### src/rtl/seg_pkg.sv
// Shared constants for seven-segment display blocks: digit count and
// active-low glyph codes (seg[7:0] with the decimal point off).
package seg_pkg;

  localparam int unsigned SEG_DIGITS = 6;
  localparam int unsigned SEG_NIB_W  = 4;
  localparam int unsigned SEG_W      = 8;

  localparam logic [7:0] SEG_OFF     = 8'hFF;
  localparam logic [6:0] SEG_BLANK   = 7'h7F;

  localparam logic [7:0] SEG_GLYPH_0 = 8'hC0;
  localparam logic [7:0] SEG_GLYPH_1 = 8'hF9;
  localparam logic [7:0] SEG_GLYPH_2 = 8'hA4;
  localparam logic [7:0] SEG_GLYPH_3 = 8'hB0;
  localparam logic [7:0] SEG_GLYPH_4 = 8'h99;
  localparam logic [7:0] SEG_GLYPH_5 = 8'h92;
  localparam logic [7:0] SEG_GLYPH_6 = 8'h82;
  localparam logic [7:0] SEG_GLYPH_7 = 8'hF8;
  localparam logic [7:0] SEG_GLYPH_8 = 8'h80;
  localparam logic [7:0] SEG_GLYPH_9 = 8'h90;
  localparam logic [7:0] SEG_GLYPH_A = 8'h88;
  localparam logic [7:0] SEG_GLYPH_B = 8'h83;
  localparam logic [7:0] SEG_GLYPH_C = 8'hC6;
  localparam logic [7:0] SEG_GLYPH_D = 8'hA1;
  localparam logic [7:0] SEG_GLYPH_E = 8'h86;
  localparam logic [7:0] SEG_GLYPH_F = 8'h8E;

  // Segment field g..a of a full glyph code.
  function automatic logic [6:0] seg_glyph7(input logic [7:0] glyph);
    return glyph[6:0];
  endfunction

endpackage

### src/rtl/seg_hex_decode.sv
// Combinational hex nibble to active-low seven-segment (g..a) decoder.
module seg_hex_decode
  import seg_pkg::*;
(
  input  logic [SEG_NIB_W-1:0] i_nibble,
  output logic [6:0]           o_seg_c
);

  always_comb begin
    o_seg_c = seg_glyph7(SEG_OFF);
    case (i_nibble)
      4'h0: o_seg_c = seg_glyph7(SEG_GLYPH_0);
      4'h1: o_seg_c = seg_glyph7(SEG_GLYPH_1);
      4'h2: o_seg_c = seg_glyph7(SEG_GLYPH_2);
      4'h3: o_seg_c = seg_glyph7(SEG_GLYPH_3);
      4'h4: o_seg_c = seg_glyph7(SEG_GLYPH_4);
      4'h5: o_seg_c = seg_glyph7(SEG_GLYPH_5);
      4'h6: o_seg_c = seg_glyph7(SEG_GLYPH_6);
      4'h7: o_seg_c = seg_glyph7(SEG_GLYPH_7);
      4'h8: o_seg_c = seg_glyph7(SEG_GLYPH_8);
      4'h9: o_seg_c = seg_glyph7(SEG_GLYPH_9);
      4'hA: o_seg_c = seg_glyph7(SEG_GLYPH_A);
      4'hB: o_seg_c = seg_glyph7(SEG_GLYPH_B);
      4'hC: o_seg_c = seg_glyph7(SEG_GLYPH_C);
      4'hD: o_seg_c = seg_glyph7(SEG_GLYPH_D);
      4'hE: o_seg_c = seg_glyph7(SEG_GLYPH_E);
      4'hF: o_seg_c = seg_glyph7(SEG_GLYPH_F);
    endcase
  end

endmodule

### src/rtl/seg_dynamic_scan.sv
// Six-digit multiplexed seven-segment driver with per-digit scan and blanking slot.
// Optional leading-zero suppression when SEG_LEADING_ZERO_BLANK_EN is defined.
module seg_dynamic_scan
  import seg_pkg::*;
#(
  parameter int unsigned SCAN_CNT = 250,
  parameter int unsigned DIGITS   = SEG_DIGITS
) (
  input  logic                        clk,
  input  logic                        rst,
  input  logic [SEG_NIB_W*DIGITS-1:0] data_in,
  input  logic [DIGITS-1:0]           dp_in,
  input  logic                        data_vld,
  output logic [DIGITS-1:0]           sel,
  output logic [SEG_W-1:0]            seg
);

  localparam int unsigned CNT_W = $clog2(SCAN_CNT);
  localparam int unsigned IDX_W = $clog2(DIGITS);
  localparam logic [CNT_W-1:0] CNT_LAST = CNT_W'(SCAN_CNT - 1);
  localparam logic [IDX_W-1:0] IDX_LAST = IDX_W'(DIGITS - 1);

  logic [CNT_W-1:0]            r_cnt;
  logic [IDX_W-1:0]            r_idx;
  logic [SEG_NIB_W*DIGITS-1:0] r_disp;
  logic [DIGITS-1:0]           r_dp;

  logic                        w_term;
  logic [SEG_NIB_W-1:0]        w_nib;
  logic                        w_dp;
  logic                        w_blank_cur;
  logic [DIGITS-1:0]           w_blank;
  logic [6:0]                  w_glyph;

  assign w_term = (r_cnt == CNT_LAST);

`ifdef SEG_LEADING_ZERO_BLANK_EN
  // Digit i blanks while it and every higher nibble are zero; digit 0 always shows.
  always_comb begin
    logic run_zero;
    run_zero = 1'b1;
    w_blank  = '0;
    for (int i = DIGITS - 1; i >= 1; i--) begin
      run_zero   = run_zero & (r_disp[SEG_NIB_W*i +: SEG_NIB_W] == '0);
      w_blank[i] = run_zero;
    end
  end
`else
  assign w_blank = '0;
`endif

  // Select the nibble, dp and blank flag of the digit currently being scanned.
  always_comb begin
    w_nib       = r_disp[SEG_NIB_W-1:0];
    w_dp        = r_dp[0];
    w_blank_cur = w_blank[0];
    for (int i = 1; i < DIGITS; i++) begin
      if (r_idx == IDX_W'(i)) begin
        w_nib       = r_disp[SEG_NIB_W*i +: SEG_NIB_W];
        w_dp        = r_dp[i];
        w_blank_cur = w_blank[i];
      end
    end
  end

  seg_hex_decode u_decode (
    .i_nibble (w_nib),
    .o_seg_c  (w_glyph)
  );

  // Scanner, display register and output registers; sel/seg lag cnt/idx by one edge.
  always_ff @(posedge clk) begin
    if (rst) begin
      r_cnt  <= '0;
      r_idx  <= '0;
      r_disp <= '0;
      r_dp   <= '0;
      sel    <= '0;
      seg    <= SEG_OFF;
    end else begin
      if (w_term) begin
        r_cnt <= '0;
        r_idx <= (r_idx == IDX_LAST) ? '0 : IDX_W'(r_idx + 1'b1);
      end else begin
        r_cnt <= CNT_W'(r_cnt + 1'b1);
      end

      if (data_vld) begin
        r_disp <= data_in;
        r_dp   <= dp_in;
      end

      // The terminal cycle of each digit drives no select to avoid ghosting.
      sel <= w_term ? '0 : (DIGITS'(1) << r_idx);
      seg <= {~w_dp, (w_blank_cur ? SEG_BLANK : w_glyph)};
    end
  end

endmodule

### config.mk
export PLATFORM = sky130hd
export DESIGN_NAME = seg_dynamic_scan
export DESIGN_NICKNAME = d
export VERILOG_FILES = /design/src/rtl/seg_pkg.sv /design/src/rtl/seg_hex_decode.sv /design/src/rtl/seg_dynamic_scan.sv
export SDC_FILE = /design/constraint.sdc
export NUM_CORES = 1
export LEC_CHECK = 0
export BUFFER_PORTS_ARGS = -buffer_cell sky130_fd_sc_hd__buf_4
export CAP_MARGIN = 15
export CORE_MARGIN = 3
export CORE_UTILIZATION = 49
export CTS_CLUSTER_SIZE = 24
export DETAILED_ROUTE_END_ITERATION = 8
export GPL_ROUTABILITY_DRIVEN = 0
export PLACE_DENSITY = 0.74
export REMOVE_ABC_BUFFERS = 1
export SLEW_MARGIN = 30
export SYNTH_ARGS = -nofsm -noshare
export SYNTH_HDL_FRONTEND = slang
export SYNTH_SLANG_ARGS = --single-unit
export TNS_END_PERCENT = 1
### constraint.sdc
create_clock -name clk -period 2.5 [get_ports clk]
set_input_delay 0 -clock clk [delete_from_list [all_inputs] [get_ports clk]]
set_output_delay 0 -clock clk [all_outputs]
set_load 0.02 [all_outputs]
==> results of run 1 <==
power by group through the flow:
stage	combinational, mW	sequential (mW)	clock, mW
2_1_floorplan	0.104	0.973	0
3_3_place_gp	0.213	0.965	0
3_5_place_dp	0.217	0.965	0
4_1_cts	0.255	0.946	0.506
5_1_grt	0.282	0.951	0.539
6_report	0.256	0.946	0.490
worst min path at each step:
stage           startpoint         end  slack [ps]  cells after the start
6_report               rst   r_disp[4]         100                      2
5_1_grt                rst   r_disp[7]         110                      2
4_1_cts                rst   r_disp[4]          90                      2
3_5_place_dp   data_in[14]  r_disp[14]         240                      3
3_3_place_gp    data_in[6]   r_disp[6]         230                      3
2_1_floorplan          rst   r_disp[0]          70                      1
final cells by class:
class,instances,share of cell area (%)
clock buffer,5,2.07
clock inverter,3,0.752
inverter,5,0.564
multi-input combinational,183,40.3
sequential,55,33.1
tap,67,2.52
timing repair buffer,82,20.8
worst register-to-register path, delay by kind of cell (launching register included):
family / cells / cell delay [ps]
fa+ha+maj: 1 / 300
compound gates: 3 / 730
simple gates: 2 / 750
flops: 1 / 360
what timing repair did:
action	CTS	global route
resized for setup	0	1
endpoints found under the hold margin	30	0
hold buffers	30	0
setup buffers	0	0
setup endpoints to repair	0	1
routing by layer:
layer	routed length, um	track usage, %	up-vias
met5	0	0	-
li1	-	-	1044
met1	2610	24.5	923
met3	184	3.33	2
met2	2500	30.2	42
met4	29	4.72	0
registers in the layout (all words and copies together), names as in the netlist:
signal and cells:
r_disp 24, r_idx 3, r_cnt 8, seg 8, r_dp 6, sel 6
cell families (layout without fill, tap and decap cells):
logic type / after synthesis / after routing
simple gates: 90 / 90
buf+inv: 23 / 95
mux: 45 / 45
flops: 55 / 55
xor+xnor: 8 / 8
fa+ha+maj: 10 / 10
compound gates: 30 / 30
metrics by stage:
| step | std cells | setup TNS [ps] | utilization, % | hold WS, ps | cell area [sq um] |
|---|---|---|---|---|---|
| after CTS | 400 | 0 | 68.1 | 94.8 | 3320 |
| after floorplan | 243 | -23.6 | - | 72.4 | 2450 |
| after global placement | 362 | 0 | 60.0 | 233 | 2930 |
| after global routing | 400 | 0 | 68.2 | 111 | 3330 |
| after detailed placement | 362 | 0 | 60.0 | 242 | 2930 |
| final | 400 | 0 | 68.2 | 97.9 | 3330 |
layout by cell type, fill, tap and decap left out, types with 3 or more instances in the layout:
cell type,netlist,routed
dfxtp_1,55,55
buf_4,0,52
nor2_1,49,49
mux2i_1,43,43
dlygate4sd3_1,0,30
ha_1,10,10
nand2_1,8,8
o21ai_0,6,6
inv_1,5,5
xnor2_1,5,5
nand3_1,5,5
clkbuf_8,0,5
nand2b_1,4,4
nor4_1,4,4
nor3b_1,3,3
a21oi_1,3,3
nor3_1,3,3
o31a_1,3,3
xor2_1,3,3
==> flow_summary.json, run 1 <==
{
  "status": "complete, no violations",
  "end_kind": "flip-flop",
  "ys.flop_type": "dfxtp_1",
  "multi_input_area_sq_um": 1340,
  "cts_htree_levels": 2,
  "timing.rr.start": "r_idx[0]",
  "antenna_found_initial": 0,
  "maxCapViolations": 0,
  "netlist.area_leader.share_pct": 43.2,
  "min_period_ps": 2280,
  "crit_start": "r_idx[0]",
  "synthMuxAreaShare_pct": 17.8,
  "synthXorXnorAreaFrac_pct": 2.75,
  "synth_simple_gate_area_share_pct": 17.4,
  "clockPowerShare_pct": 29.0,
  "p_int_mw": 1.26,
  "fin_skew_ps": 15.3,
  "path_buf_inv": 0,
  "reg2reg_to": "seg[3]",
  "drt_pass1_iterations": 4,
  "yosys_warnings": 0,
  "synth_edf_count": 0,
  "leakage_nw": 1.44,
  "p_sw_share_pct": 25.4,
  "wl_um": 5320,
  "gr-total-overflow": 0,
  "num_io_pins": 47,
  "arrival_ps": 2450,
  "dieHeight_um": 78.1,
  "setup_ws_ps": 223,
  "fmax_mhz": 439,
  "synth-seq-cells": 55,
  "final-hold-violation-count": 0,
  "clk_pin_slew_worst_paths_ps": 110,
  "area_growth_pct": 30.7,
  "ys_types": 46,
  "syn-instance-count": 261,
  "powerDensity_nw_per_um2": 508,
  "tightest_slew_ps": 667,
  "fp.dieW_um": 78.1,
  "synth-compound-area-share_pct": 9.53,
  "portBuffers": 46,
  "drtIter0Drc": 128,
  "rows": 25,
  "fin_crit_sh_pct": 91.1,
  "clk_latency_ps": 310,
  "cts.path.max_buffers": 2,
  "critPathMaxFanout": 10,
  "drtAntennaViolNets": 0,
  "synthArstFlopShare_pct": 0,
  "path_class": "flip-flop to flip-flop",
  "grt_max_degree": 39,
  "fill_cells": 416,
  "slew_headroom_pct": 55.2,
  "dpl.hpwl_um": 3530,
  "power.switching_uw": 429,
  "ff2ff_setup_slack_ps": 220,
  "fin_nets": 375,
  "cp_slowest_cell": "or4_4",
  "synth_area_sq_um": 2550,
  "drc": 0,
  "crit_required_ps": 2670,
  "setup_viol": 0,
  "finalMaxSlewViolations": 0,
  "ys_seq_area_share_pct": 43.2,
  "ys_top_cells_by_count": "dfxtp_1 (55), nor2_1 (49), mux2i_1 (43)",
  "wl_per_cell_um": 13.3,
  "ir_drop_mv": 0.401,
  "synth_top_family_by_area": "multiplexers",
  "synth_area_leaders": "dfxtp_1 (43%), mux2i_1 (17%), nor2_1 (7.2%)",
  "path_cells": "and2_1, ha_1, or4_4, o21a_1, a2111oi_4, a41oi_1",
  "antennaDiodeCount": 0,
  "holdCritPathClass": "input pin to flip-flop",
  "syn_avg_cell_area_sq_um": 9.76,
  "critPathCapture": "seg[3]",
  "root_buffer": "clkbuf_8",
  "worst-path-stages": 6,
  "layout-drive-gt1-share_pct": 21.6,
  "power_frac_seq_pct": 55.9,
  "cts_buffers": 5,
  "track_usage_pct": 18.2,
  "path_delay_family": "simple AND/OR/NAND/NOR gates",
  "pwr-share-comb_pct": 15.1,
  "grt_pass1_vias": 1958,
  "clock-sinks": 55,
  "fin_total_pwr_mw": 1.69,
  "die-area_sq_um": 6100,
  "vias": 2011,
  "r2r_cells": 6,
  "grt_pass1_wl_um": 9110,
  "routed_via_density": 5.03,
  "rsz0062_at_grt": "no",
  "yosysMostFrequentCell": "dfxtp_1",
  "start_util_pct": 52.2,
  "cp_slowest_stage_delay_ps": 580,
  "pre_cts_ws_ps": 220,
  "core_sq_um": 4880,
  "synth_fa_ha_area_share_pct": 4.91,
  "synth_top_area_cell": "dfxtp_1",
  "cts_tree": "built",
  "seq_area_sq_um": 1100,
  "startpoint_type": "flip-flop"
}
No activity file was read; power rests on OpenSTA's default activity.
==> inputs of run 2 (changes only) <==
--- a/config.mk
+++ b/config.mk
@@ -7,12 +7,14 @@
 export LEC_CHECK = 0
 export BUFFER_PORTS_ARGS = -buffer_cell sky130_fd_sc_hd__buf_4
 export CAP_MARGIN = 15
+export CELL_PAD_IN_SITES_DETAIL_PLACEMENT = 1
+export CELL_PAD_IN_SITES_GLOBAL_PLACEMENT = 2
 export CORE_MARGIN = 3
-export CORE_UTILIZATION = 49
+export CORE_UTILIZATION = 31
 export CTS_CLUSTER_SIZE = 24
 export DETAILED_ROUTE_END_ITERATION = 8
 export GPL_ROUTABILITY_DRIVEN = 0
-export PLACE_DENSITY = 0.74
+export PLACE_DENSITY_LB_ADDON = 0.1
 export REMOVE_ABC_BUFFERS = 1
 export SLEW_MARGIN = 30
 export SYNTH_ARGS = -nofsm -noshare
==> run 2 against run 1 <==
Net effect: global-route usage fell by 4.7 points; first-iteration DRC count fell by 53%; via count rose by 0.60%; wire length rose by 17%; core utilization fell by 24 points; total power rose by 12%; final cell count rose by 9.0%; sequential cell count did not move; largest cell class unchanged.
==> flow_summary.json, run 2 (same netlist as run 1, synthesis figures left out) <==
{
  "min-delay-start": "rst",
  "drt_pass1_iterations": 4,
  "slew_headroom_pct": 64.1,
  "grt_pass1_wl_um": 10500,
  "finalMaxSlewViolations": 0,
  "die-area_sq_um": 9340,
  "cts_htree_levels": 2,
  "fmax_mhz": 431,
  "fin_crit_sh_pct": 92.7,
  "antenna_found_initial": 0,
  "drtIter0Drc": 60,
  "holdCritPathClass": "input pin to flip-flop",
  "power_frac_seq_pct": 50.0,
  "portBuffers": 46,
  "track_usage_pct": 13.6,
  "fin_cells": 436,
  "cts_buffers": 5,
  "startpoint_type": "flip-flop",
  "seq_area_sq_um": 1100,
  "fin_setup_tns_ps": 0,
  "ir_drop_mv": 0.350,
  "p_sw_share_pct": 22.7,
  "end_kind": "flip-flop",
  "path_class": "flip-flop to flip-flop",
  "tightest_slew_ps": 539,
  "critPathMaxFanout": 6,
  "fill_cells": 907,
  "clk_latency_ps": 300,
  "pwr-share-comb_pct": 13.7,
  "multi_input_area_sq_um": 1350,
  "rows": 32,
  "fp.dieW_um": 96.6,
  "p_int_mw": 1.46,
  "layout_common_cells": "dfxtp_1 (55), buf_4 (53), nor2_1 (49)",
  "layout-drive-gt1-share_pct": 22.5,
  "antennaDiodeCount": 0,
  "cts_tree": "built",
  "wl_per_cell_um": 14.3,
  "powerDensity_nw_per_um2": 550,
  "grt_max_degree": 39,
  "vias": 2023,
  "final-hold-violation-count": 0,
  "clockPowerShare_pct": 36.2,
  "maxCapViolations": 0,
  "dieHeight_um": 96.6,
  "rsz0062_at_grt": "no",
  "routed_via_density": 4.64,
  "cts.path.max_buffers": 2,
  "setup_viol": 0,
  "start_util_pct": 32.4,
  "largest_reg_flops": 24,
  "clock-sinks": 55,
  "root_buffer": "clkbuf_8",
  "arrival_ps": 2530,
  "clk_pin_slew_worst_paths_ps": 100,
  "reg.largest.list": "r_disp x24, r_cnt x8, seg x8",
  "power.switching_uw": 430,
  "dpl.cell_count": 397,
  "core_sq_um": 7850,
  "fin_nets": 376,
  "min_period_ps": 2320,
  "drtAntennaViolNets": 0,
  "setup_ws_ps": 182,
  "status": "complete, no violations",
  "crit_start": "r_idx[1]",
  "num_io_pins": 47,
  "drc": 0,
  "leakage_nw": 1.47,
  "dpl.hpwl_um": 4360,
  "gr-total-overflow": 0,
  "layout_commonest_cell": "dfxtp_1",
  "pre_cts_ws_ps": 33.8,
  "area_growth_pct": 34.9,
  "crit_required_ps": 2720,
  "largest_register": "r_disp",
  "grt_pass1_vias": 2138,
  "timing.rr.start": "r_idx[1]",
  "wl_um": 6240,
  "fin_skew_ps": 8.52
}
-- run 2: cell types whose count changed in the layout (fill, tap and decap cells not counted) --
| cell | previous run | this run |
|---|---|---|
| xnor2_2 | 0 | 1 |
| xnor2_1 | 5 | 4 |
| buf_4 | 52 | 53 |
| o311ai_0 | 1 | 0 |
| bufinv_16 | 0 | 2 |
| nor4_1 | 4 | 3 |
| nor4_2 | 0 | 1 |
| o311ai_1 | 0 | 1 |
| clkinv_4 | 2 | 0 |
-- run 2: layer usage --
layer / vias up / GRT usage, % / routed length (um) / part of all wire (%)
met5: - / 0 / 0 / 0
met4: 0 / 3.24 / 40 / 0.64
met3: 2 / 2.88 / 218 / 3.5
met2: 35 / 22.3 / 2900 / 46
met1: 945 / 18.2 / 3080 / 49
li1: 1041 / - / - / -
-- run 2: final cells by class --
type	instances	area share (%)
clock buffers	5	2.00
clock inverters	3	1.97
inverters	5	0.546
multi-input cells	183	39.4
flip-flops and latches	55	32.0
well taps	102	3.71
repair buffers	83	20.3
-- run 2: worst paths after layout --
path | slack, ps | depth (start not counted) | endpoint
worst min register to register | 480 | 1 | r_cnt[0]
worst max-delay path | 180 | 9 | seg[3]
worst min-delay path | 110 | 2 | r_disp[23]
worst max register to register | 180 | 9 | seg[3]
-- run 2: through the flow --
step / hold WS [ps] / total power, mW / util [%] / instance area (sq um)
finish: 108 / 1.89 / 43.8 / 3440
CTS: 117 / 1.93 / 43.4 / 3410
detailed placement: 242 / 1.19 / 37.9 / 2970
global route: 130 / 1.99 / 43.8 / 3440
global placement: 235 / 1.19 / 37.9 / 2970
floorplan: 72.4 / 1.08 / - / 2450
-- run 2: critical path: stages, from the launching register on --
cell	delay, ps
dfxtp_1	330
and2_1	170
ha_1	270
nor4_1	300
a21o_1	210
inv_1	110
ha_1	320
a211oi_2	260
a2111oi_4	80
a41oi_1	190
-- run 2: power groups by stage --
stage / Sequential [mW] / Clock, mW / Combinational, mW
2_1_floorplan: 0.973 / 0 / 0.104
3_3_place_gp: 0.966 / 0 / 0.220
3_5_place_dp: 0.967 / 0 / 0.223
4_1_cts: 0.947 / 0.720 / 0.261
5_1_grt: 0.952 / 0.750 / 0.288
6_report: 0.946 / 0.685 / 0.260
-- run 2: timing repair --
item | CTS | global route
resized for setup | 0 | 4
hold endpoints to repair | 30 | 0
setup buffers | 0 | 1
setup endpoints to repair | 0 | 2
hold buffers | 30 | 0
==> inputs of run 3 (changes only) <==
--- a/config.mk
+++ b/config.mk
@@ -5,14 +5,15 @@
 export SDC_FILE = /design/constraint.sdc
 export NUM_CORES = 1
 export LEC_CHECK = 0
-export BUFFER_PORTS_ARGS = -buffer_cell sky130_fd_sc_hd__buf_4
 export CAP_MARGIN = 15
 export CELL_PAD_IN_SITES_DETAIL_PLACEMENT = 1
 export CELL_PAD_IN_SITES_GLOBAL_PLACEMENT = 2
 export CORE_MARGIN = 3
-export CORE_UTILIZATION = 31
+export CORE_UTILIZATION = 35
+export CTS_CLUSTER_DIAMETER = 50
 export CTS_CLUSTER_SIZE = 24
 export DETAILED_ROUTE_END_ITERATION = 8
+export DONT_BUFFER_PORTS = 1
 export GPL_ROUTABILITY_DRIVEN = 0
 export PLACE_DENSITY_LB_ADDON = 0.1
 export REMOVE_ABC_BUFFERS = 1
@@ -20,4 +21,3 @@
 export SYNTH_ARGS = -nofsm -noshare
 export SYNTH_HDL_FRONTEND = slang
 export SYNTH_SLANG_ARGS = --single-unit
-export TNS_END_PERCENT = 1
==> run 3 against run 2 <==
Net effect: clock skew increased by 6.6 ps; via count increased by 0.84%; global-route usage increased by 3.7 points; sequential power increased by 2%; worst setup slack improved by 56 ps; count of clock-buffer cells in the layout unchanged; core utilization increased by 5.3 points; maximum frequency increased by 2.5%; critical path type unchanged; critical endpoint unchanged; largest cell class unchanged.
==> flow_summary.json, run 3 (same netlist as run 1, synthesis figures left out) <==
{
  "status": "complete, no violations",
  "root_buffer": "clkbuf_8",
  "clk_pin_slew_worst_paths_ps": 110,
  "fin_setup_tns_ps": 0,
  "dpl.hpwl_um": 4130,
  "fin_skew_ps": 15.1,
  "num_io_pins": 47,
  "setup_viol": 0,
  "grt_pass1_vias": 2213,
  "largest_register": "r_disp",
  "startpoint_type": "flip-flop",
  "ir_drop_mv": 0.269,
  "leakage_nw": 1.35,
  "area_growth_pct": 33.3,
  "routed_via_density": 4.90,
  "wl_per_cell_um": 16.3,
  "cts_htree_levels": 2,
  "layout_commonest_cell": "dlygate4sd3_1",
  "clk_latency_ps": 320,
  "grt_max_degree": 38,
  "antennaDiodeCount": 0,
  "cts.path.max_buffers": 2,
  "powerDensity_nw_per_um2": 533,
  "core_sq_um": 6910,
  "fill_cells": 807,
  "portBuffers": 0,
  "rsz0062_at_grt": "no",
  "drc": 0,
  "tightest_slew_ps": 438,
  "slew_headroom_pct": 70.8,
  "end_kind": "flip-flop",
  "critPathMaxFanout": 12,
  "ff2ff_setup_slack_ps": 240,
  "fin_crit_sh_pct": 90.5,
  "finalMaxSlewViolations": 0,
  "crit_required_ps": 2680,
  "layout_common_cells": "dlygate4sd3_1 (61), dfxtp_1 (55), nor2_1 (49)",
  "wl_um": 6790,
  "reg.largest.list": "r_disp x24, r_cnt x8, seg x8",
  "fp.dieW_um": 91.3,
  "min_period_ps": 2260,
  "grt_pass1_wl_um": 11500,
  "cts_buffers": 5,
  "layout-drive-gt1-share_pct": 9.69,
  "maxCapViolations": 0,
  "die-area_sq_um": 8330,
  "drt_pass1_iterations": 4,
  "largest_reg_flops": 24,
  "vias": 2040,
  "drtIter0Drc": 69,
  "utilization_pct": 49.1,
  "rows": 30,
  "holdCritPathClass": "input pin to flip-flop",
  "track_usage_pct": 17.3,
  "cts_setup_buffers": 0,
  "arrival_ps": 2440,
  "dieHeight_um": 91.3,
  "fin_nets": 362,
  "gr-total-overflow": 0,
  "antenna_found_initial": 0,
  "start_util_pct": 36.9,
  "cts_tree": "built",
  "path_class": "flip-flop to flip-flop",
  "final-hold-violation-count": 0,
  "fmax_mhz": 442,
  "clock-sinks": 55,
  "drtAntennaViolNets": 0
}
==> run 3: report_power, final <==
group          leakage (nW)  switching, mW  internal, mW
Clock                0.0548          0.305         0.302
Combinational         0.842         0.0903         0.146
Sequential            0.453         0.0441         0.922
==> run 3: path summary, 6_finish.rpt <==
| kind | start | to | cells after the start |
|---|---|---|---|
| worst max-delay path | r_idx[2] | seg[3] | 8 |
| worst min-delay path | rst | sel[1] | 2 |
| worst max register to register | r_idx[2] | seg[3] | 8 |
| worst min register to register | r_cnt[0] | r_cnt[0] | 1 |
==> run 3: final cells by class <==
cell class                 instances  area [sq um]  area share [%]
timing repair buffer              69           683            20.1
clock buffer                       5          68.8            2.03
inverter                           5          18.8           0.553
tap                               96           120            3.54
clock inverter                     3          46.3            1.36
multi-input combinational        183          1360            39.9
sequential                        55          1100            32.4
==> run 3: per-layer routing <==
metal,up-vias,GRT usage [%],part of all wire (%)
li1,1013,-,-
met1,984,22.0,47
met2,36,29.6,49
met3,7,3.31,3.2
met4,0,4.90,1.0
met5,-,0,0
==> run 3: metrics by stage <==
stage	std cells	setup slack [ps]	hold WS (ps)	area (sq um)	power [mW]
after floorplan	243	-23.6	72.4	2450	1.08
after global placement	346	230	76.1	2630	1.11
after detailed placement	346	120	78.6	2630	1.11
after CTS	416	78.0	50.3	3370	1.83
after global routing	416	35.2	79.2	3390	1.90
final	416	238	61.7	3390	1.81
==> run 3: repair_timing <==
action	4_1_cts	5_1_grt
endpoints found under the hold margin	38	0
hold buffers	62	0
resized for setup	0	4
setup endpoints to repair	0	1
==> run 3: critical path, cell delays in order (launching register included) <==
cell       delay (ps)
dfxtp_1           370
buf_4             190
nor2b_4           330
mux2i_1           220
a31o_2            200
inv_1             120
ha_1              300
a2111oi_4         310
a41oi_1            70
